[src/rtl/btn_pkt_pkg.sv]
// Shared constants, FSM encoding and packet byte mux for the button event packetizer.
package btn_pkt_pkg;

  localparam logic [7:0] SYNC_BYTE = 8'hA5;
  localparam int         PKT_LEN   = 9;
  localparam int         IDX_W     = 4;
  localparam logic [IDX_W-1:0] IDX_LAST = IDX_W'(PKT_LEN - 1);

  typedef logic [1:0] fsm_state_t;
  localparam fsm_state_t IDLE       = 2'd0;
  localparam fsm_state_t WAIT_SPACE = 2'd1;
  localparam fsm_state_t SEND       = 2'd2;

  // Byte idx of a packet; index 8 (and anything past it) is the XOR checksum.
  function automatic logic [7:0] pkt_byte(
    input logic [IDX_W-1:0] idx,
    input logic [7:0]       seq,
    input logic [4:0]       state,
    input logic [4:0]       mask,
    input logic [31:0]      ts
  );
    logic [7:0] csum;
    csum = SYNC_BYTE ^ seq ^ {3'b000, state} ^ {3'b000, mask}
         ^ ts[31:24] ^ ts[23:16] ^ ts[15:8] ^ ts[7:0];
    case (idx)
      4'd0:    pkt_byte = SYNC_BYTE;
      4'd1:    pkt_byte = seq;
      4'd2:    pkt_byte = {3'b000, state};
      4'd3:    pkt_byte = {3'b000, mask};
      4'd4:    pkt_byte = ts[31:24];
      4'd5:    pkt_byte = ts[23:16];
      4'd6:    pkt_byte = ts[15:8];
      4'd7:    pkt_byte = ts[7:0];
      default: pkt_byte = csum;
    endcase
  endfunction

endpackage

[src/rtl/btn_event_packetizer_debounce.sv]
// One button bit: 2-flop synchronizer followed by a counting debouncer.
module btn_debounce #(
  parameter int DEBOUNCE_CYCLES = 200000
) (
  input  logic CLK_200M,
  input  logic SYS_RSTn,
  input  logic bt_raw,
  output logic btn_state
);

  localparam int CW = $clog2(DEBOUNCE_CYCLES);
  localparam logic [CW-1:0] CNT_LAST = CW'(DEBOUNCE_CYCLES - 1);

  logic          sync_q1;
  logic          sync_q2;
  logic [CW-1:0] cnt;

  always_ff @(posedge CLK_200M or negedge SYS_RSTn) begin
    if (!SYS_RSTn) begin
      sync_q1 <= 1'b0;
      sync_q2 <= 1'b0;
    end else begin
      sync_q1 <= bt_raw;
      sync_q2 <= sync_q1;
    end
  end

  // Any cycle of agreement restarts the count, so only a run of
  // DEBOUNCE_CYCLES disagreeing cycles can flip the output.
  always_ff @(posedge CLK_200M or negedge SYS_RSTn) begin
    if (!SYS_RSTn) begin
      cnt       <= '0;
      btn_state <= 1'b0;
    end else if (sync_q2 == btn_state) begin
      cnt <= '0;
    end else if (cnt == CNT_LAST) begin
      cnt       <= '0;
      btn_state <= ~btn_state;
    end else begin
      cnt <= cnt + 1'b1;
    end
  end

endmodule

[src/rtl/btn_event_packetizer.sv]
// Debounced button changes become time-stamped 9-byte packets written
// byte-serially into the SiTCP TX FIFO.
module btn_event_packetizer
  import btn_pkt_pkg::*;
#(
  parameter int DEBOUNCE_CYCLES = 200000,
  parameter int FIFO_DEPTH      = 4096,
  parameter int PKT_LEN         = 9
) (
  input  logic        CLK_200M,
  input  logic        SYS_RSTn,
  input  logic        TCP_OPEN_ACK,
  input  logic [4:0]  BT,
  input  logic [11:0] FIFO_DATA_COUNT,
  output logic        FIFO_WR_EN,
  output logic [7:0]  FIFO_DIN,
  output logic [4:0]  BTN_STATE,
  output logic [7:0]  EVT_DROP_CNT,
  output logic        BUSY
);

  localparam logic [11:0] SPACE_MAX = 12'(FIFO_DEPTH - PKT_LEN);

  logic [4:0]       btn_prev;
  logic [31:0]      timestamp;
  logic             evt;
  logic [4:0]       evt_mask;

  logic             pend_valid;
  logic [4:0]       pend_state;
  logic [4:0]       pend_mask;
  logic [31:0]      pend_ts;

  fsm_state_t       fsm_state;
  logic [IDX_W-1:0] byte_idx;
  logic [IDX_W-1:0] byte_idx_nxt;
  logic [7:0]       seq;
  logic [4:0]       pkt_state;
  logic [4:0]       pkt_mask;
  logic [31:0]      pkt_ts;

  logic             has_space;
  logic             consume;

  for (genvar i = 0; i < 5; i++) begin : g_db
    btn_debounce #(
      .DEBOUNCE_CYCLES(DEBOUNCE_CYCLES)
    ) u_db (
      .CLK_200M  (CLK_200M),
      .SYS_RSTn  (SYS_RSTn),
      .bt_raw    (BT[i]),
      .btn_state (BTN_STATE[i])
    );
  end

  always_ff @(posedge CLK_200M or negedge SYS_RSTn) begin
    if (!SYS_RSTn) begin
      btn_prev  <= '0;
      timestamp <= '0;
    end else begin
      btn_prev  <= BTN_STATE;
      timestamp <= timestamp + 32'd1;
    end
  end

  assign evt      = (BTN_STATE != btn_prev);
  assign evt_mask = BTN_STATE ^ btn_prev;

  // Space is only checked before a packet starts; SEND never stalls.
  assign has_space = (FIFO_DATA_COUNT <= SPACE_MAX);
  assign consume   = pend_valid && has_space &&
                     ((fsm_state == IDLE) || (fsm_state == WAIT_SPACE));

  // One-entry pending slot; a slot being drained this cycle can be refilled.
  always_ff @(posedge CLK_200M or negedge SYS_RSTn) begin
    if (!SYS_RSTn) begin
      pend_valid   <= 1'b0;
      pend_state   <= '0;
      pend_mask    <= '0;
      pend_ts      <= '0;
      EVT_DROP_CNT <= '0;
    end else if (!TCP_OPEN_ACK) begin
      pend_valid   <= 1'b0;
      EVT_DROP_CNT <= '0;
    end else if (evt && (!pend_valid || consume)) begin
      pend_valid <= 1'b1;
      pend_state <= BTN_STATE;
      pend_mask  <= evt_mask;
      pend_ts    <= timestamp;
    end else begin
      if (consume) begin
        pend_valid <= 1'b0;
      end
      if (evt && (EVT_DROP_CNT != 8'hFF)) begin
        EVT_DROP_CNT <= EVT_DROP_CNT + 8'd1;
      end
    end
  end

  assign byte_idx_nxt = byte_idx + 4'd1;

  // FIFO write port: FIFO_WR_EN=1 writes FIFO_DIN that cycle with no
  // back-pressure; FIFO_DIN is meaningful only while FIFO_WR_EN is high.
  always_ff @(posedge CLK_200M or negedge SYS_RSTn) begin
    if (!SYS_RSTn) begin
      fsm_state  <= IDLE;
      byte_idx   <= '0;
      seq        <= '0;
      pkt_state  <= '0;
      pkt_mask   <= '0;
      pkt_ts     <= '0;
      FIFO_WR_EN <= 1'b0;
      FIFO_DIN   <= '0;
    end else if (!TCP_OPEN_ACK) begin
      fsm_state  <= IDLE;
      byte_idx   <= '0;
      seq        <= '0;
      FIFO_WR_EN <= 1'b0;
    end else if (consume) begin
      fsm_state  <= SEND;
      byte_idx   <= '0;
      pkt_state  <= pend_state;
      pkt_mask   <= pend_mask;
      pkt_ts     <= pend_ts;
      FIFO_WR_EN <= 1'b1;
      FIFO_DIN   <= SYNC_BYTE;
    end else begin
      case (fsm_state)
        IDLE: begin
          if (pend_valid) begin
            fsm_state <= WAIT_SPACE;
          end
        end
        WAIT_SPACE: begin
          fsm_state <= WAIT_SPACE;
        end
        SEND: begin
          if (byte_idx == IDX_LAST) begin
            fsm_state  <= IDLE;
            FIFO_WR_EN <= 1'b0;
            seq        <= seq + 8'd1;
          end else begin
            byte_idx <= byte_idx_nxt;
            FIFO_DIN <= pkt_byte(byte_idx_nxt, seq, pkt_state, pkt_mask, pkt_ts);
          end
        end
        default: begin
          fsm_state  <= IDLE;
          FIFO_WR_EN <= 1'b0;
        end
      endcase
    end
  end

  assign BUSY = (fsm_state == WAIT_SPACE) || (fsm_state == SEND);

endmodule
[config.mk]
export PLATFORM = sky130hd
export DESIGN_NAME = btn_event_packetizer
export DESIGN_NICKNAME = d
export VERILOG_FILES = /design/src/rtl/btn_pkt_pkg.sv /design/src/rtl/btn_event_packetizer_debounce.sv /design/src/rtl/btn_event_packetizer.sv
export SDC_FILE = /design/constraint.sdc
export NUM_CORES = 1
export LEC_CHECK = 0
export CORE_MARGIN = 3
export CORE_UTILIZATION = 35
export DETAILED_ROUTE_END_ITERATION = 8
export GPL_TIMING_DRIVEN = 0
export MAX_ROUTING_LAYER = met4
export SLEW_MARGIN = 20
export SYNTH_ARGS = -nofsm -noshare
export SYNTH_HDL_FRONTEND = slang
export SYNTH_SLANG_ARGS = --single-unit
[constraint.sdc]
create_clock -name CLK_200M -period 3.3 [get_ports CLK_200M]
set_input_delay 0.99 -clock CLK_200M [delete_from_list [all_inputs] [get_ports CLK_200M]]
set_output_delay 0.99 -clock CLK_200M [all_outputs]
set_load 0.01 [all_outputs]
==> impl_metrics.env <==
export IMPL_status="completed"
export IMPL_reg2reg_to="FIFO_DIN[1]"
export IMPL_cts_buffers_inserted=27
export IMPL_crit_path_end_kind="flip-flop"
export IMPL_grt_overflow=0
export IMPL_gp_congestion=0.886
export IMPL_yosysUniqueCellTypes=62
export IMPL_synthTopCellsByArea="dfrtp_1 (53%), mux2_2 (8.1%), xnor2_1 (7.6%)"
export IMPL_ys_flop_type="dfrtp_1"
export IMPL_clockBufferDepth=3
export IMPL_syn2layout_area_growth_pct=15.8
export IMPL_dpl_instance_area_mm2=0.0133
export IMPL_drc=0
export IMPL_p_total_mw=6.60
export IMPL_hp_start="g_db[0].u_db.sync_q1"
export IMPL_synth_nets=1164
export IMPL_synth_top_area_cell="dfrtp_1"
export IMPL_fin_crit_sh=0.925
export IMPL_yosys_warnings=0
export IMPL_cts_tree="done"
export IMPL_synth_seq_cells=258
export IMPL_setup_slack_ps=247
export IMPL_die_x_um=193
export IMPL_die_area_mm2=0.0374
export IMPL_totalWireLength_mm=25.6
export IMPL_ant_nets=0
export IMPL_power_density_mw_per_mm2=464
export IMPL_rrSetupSlack_ps=250
export IMPL_tightest_slew_ps=1050
export IMPL_cp_max_fo=10
export IMPL_root_buffer="clkbuf_16"
export IMPL_worstSetupStartpointType="flip-flop"
export IMPL_pin_count=43
export IMPL_clock_latency_ps=530
export IMPL_grt_pass1_vias=8504
export IMPL_min_period_ps=3050
export IMPL_antenna_cells=0
export IMPL_antenna_found_initial=0
export IMPL_drt_pass1_iter_count=6
export IMPL_grt_max_degree=100
export IMPL_synthesis_area_mm2=0.0123
export IMPL_finalSetupViolCount=0
export IMPL_worstPathRequired_ps=3720
export IMPL_critPathKind="flip-flop to flip-flop"
export IMPL_synth_edff_count=0
export IMPL_max_freq_mhz=328
export IMPL_design_area_mm2=0.0142
export IMPL_synthCells=1127
export IMPL_fillers=3314
export IMPL_synth_avg_cell_area_um2=10.9
export IMPL_drt_iter0_drc=552
export IMPL_row_count=67
export IMPL_crit_arrival_ps=3470
export IMPL_hold_end="g_db[0].u_db.sync_q2"
export IMPL_layout_nets=1233
export IMPL_maxSlewHeadroom=0.291
export IMPL_avgRoutedWirePerCell_um=15.4
export IMPL_clock_skew_final_ps=8.07
export IMPL_track_usage=0.143
export IMPL_yosys_area_top_type_share=0.526
export IMPL_grt_pass1_wl_mm=44.2
export IMPL_core_region_area_mm2=0.0340
export IMPL_min_path_cells=0
export IMPL_slew_viol_final=0
export IMPL_rsz0062_at_grt="false"
export IMPL_cap_violations=0
export IMPL_drive_gt1_frac=0.134
export IMPL_cts_sinks=258
export IMPL_hold_viol=0
export IMPL_r2r_start="byte_idx[0]"
export IMPL_fin_setup_tns_ps=0
export IMPL_die_h_um=193
export IMPL_hpwlAfterDp_mm=17.8
export IMPL_reg2regPathDepth=9
export IMPL_ys_seq_area_frac=0.526
export IMPL_num_vias=8261
export IMPL_synthArstFlopShare=1.00
export IMPL_vias_per_cell=4.96
export IMPL_min_path_type="flip-flop to flip-flop"
export IMPL_p_leak_nw=6.32
export IMPL_port_buffer_count=39
export IMPL_dpl_worst_slack_ps=-678
export IMPL_start_util=0.361
export IMPL_ir_drop_mv=0.342
export IMPL_clkTransAtPathRegs_ps=60
export IMPL_h_tree_depth=1
export IMPL_post_cts_buffers=0
-- final cells by class --
type / instances / area (um2) / area share
repair buffers: 41 / 450 / 0.0317
multi-input cells: 800 / 5530 / 0.389
flip-flops and latches: 258 / 6460 / 0.454
well taps: 448 / 561 / 0.0394
inverters: 19 / 71.3 / 0.00501
clock inverters: 13 / 184 / 0.0129
plain buffers: 49 / 223 / 0.0157
clock buffers: 36 / 749 / 0.0527
-- cell usage after synthesis, types with 4 or more instances --
library cell  number
a31oi_1            8
mux2_2            88
buf_1              5
nor2b_1            4
o211ai_1           4
a22oi_1            7
dfrtp_1          258
buf_4              6
xor2_1            67
nand3_1           58
a22o_1             6
ha_1              17
nor2_1           131
inv_1             19
mux2i_1            7
and2_1            14
o21a_1             4
nand4_1           38
or2_2              8
and3_1            29
nand2b_1           5
buf_2              5
and4_1            11
clkbuf_1          33
xnor2_1          107
o21ai_0           18
nand2_1           85
nor4_1             9
a32o_1             5
nor3_1            16
a21oi_1           10
-- state kept, by name, indices dropped and copies added, names as in the netlist --
register,flops
g_db.u_db.sync_q1,5
fsm_state,2
g_db.u_db.sync_q2,5
EVT_DROP_CNT,8
pkt_state,5
pend_state,5
pend_ts,32
g_db.u_db.cnt,90
g_db.u_db.btn_state,5
FIFO_WR_EN,1
timestamp,32
seq,8
pkt_mask,5
pend_mask,5
pend_valid,1
pkt_ts,32
FIFO_DIN,8
byte_idx,4
btn_prev,5
-- layer usage --
metal  routed length (um)  track usage  up-vias
li1                     -            -     4031
met1                12200        0.196     4033
met2                11700        0.222      161
met3                 1070       0.0209       36
met4                  610       0.0394        0
met5                    0            -        -
-- per-stage QoR --
stage | cells | util | hold slack, ps
floorplan | 1127 | - | 331
global placement | 1614 | 0.389 | 333
detailed placement | 1616 | 0.391 | 337
CTS | 1665 | 0.418 | 351
global route | 1664 | 0.418 | 354
finish | 1664 | 0.418 | 348
-- power by group --
part           internal [mW]  total [mW]  switching [mW]  leakage [nW]
clock network           1.91        3.15            1.24         0.449
registers               3.20        3.23          0.0306          3.53
logic                 0.0841       0.219           0.135          2.34
total                   5.20        6.60            1.41          6.32
-- how the worst max path moves through the flow --
stage,slack [ps],startpoint,depth (start not counted),endpoint
after CTS,100,FIFO_DATA_COUNT[9],7,pkt_ts[21]
final,250,byte_idx[0],9,FIFO_DIN[1]
after detailed placement,-680,FIFO_DATA_COUNT[9],9,FIFO_DIN[2]
after global routing,190,byte_idx[0],9,FIFO_DIN[1]
after global placement,-9850,SYS_RSTn,1,timestamp[22]
after floorplan,650,FIFO_DATA_COUNT[9],6,pkt_mask[4]
-- placed cells by master (no fill, tap or decap), drive strengths merged, types with 4 or more instances in the layout --
cell / synthesis / final
a21oi: 11 / 11
a22o: 6 / 6
a22oi: 7 / 7
a31oi: 9 / 9
a32o: 5 / 5
and2: 14 / 14
and3: 29 / 29
and4: 11 / 11
buf: 17 / 20
bufinv: 0 / 4
clkbuf: 33 / 68
clkdlybuf4s50: 0 / 38
clkinv: 0 / 5
dfrtp: 258 / 258
ha: 17 / 17
inv: 19 / 20
mux2: 88 / 88
mux2i: 7 / 7
nand2: 85 / 85
nand2b: 5 / 5
nand3: 58 / 58
nand4: 38 / 38
nor2: 131 / 131
nor2b: 4 / 4
nor3: 16 / 16
nor4: 9 / 9
o211ai: 4 / 4
o21a: 4 / 4
o21ai: 20 / 20
or2: 8 / 8
xnor2: 107 / 107
xor2: 67 / 67
-- cell families (layout without fill, tap and decap cells) --
family,after synthesis,in the layout,synth area share
AO/OA/AOI/OAI,90,90,0.0532
multiplexers,95,95,0.0864
AND/OR/NAND/NOR,424,424,0.169
flip-flops,258,258,0.526
adder cells (fa/ha/maj),17,17,0.0173
buffers and inverters,69,158,0.0240
XOR/XNOR,174,174,0.124
-- critical path: stages, from the launching register on --
cell      delay, ps
dfrtp_1         500
inv_1           150
ha_1            160
clkbuf_1        370
or4_1           280
o21ai_4         150
a31o_1          210
a311o_1         270
or4_1           550
a32o_1          290
-- what timing repair did --
item	in CTS	in global routing
hold buffers	0	0
pin swaps	0	0
setup endpoints to repair	11	42
resized for setup	1	2
Power figures use the tool's default switching activity.
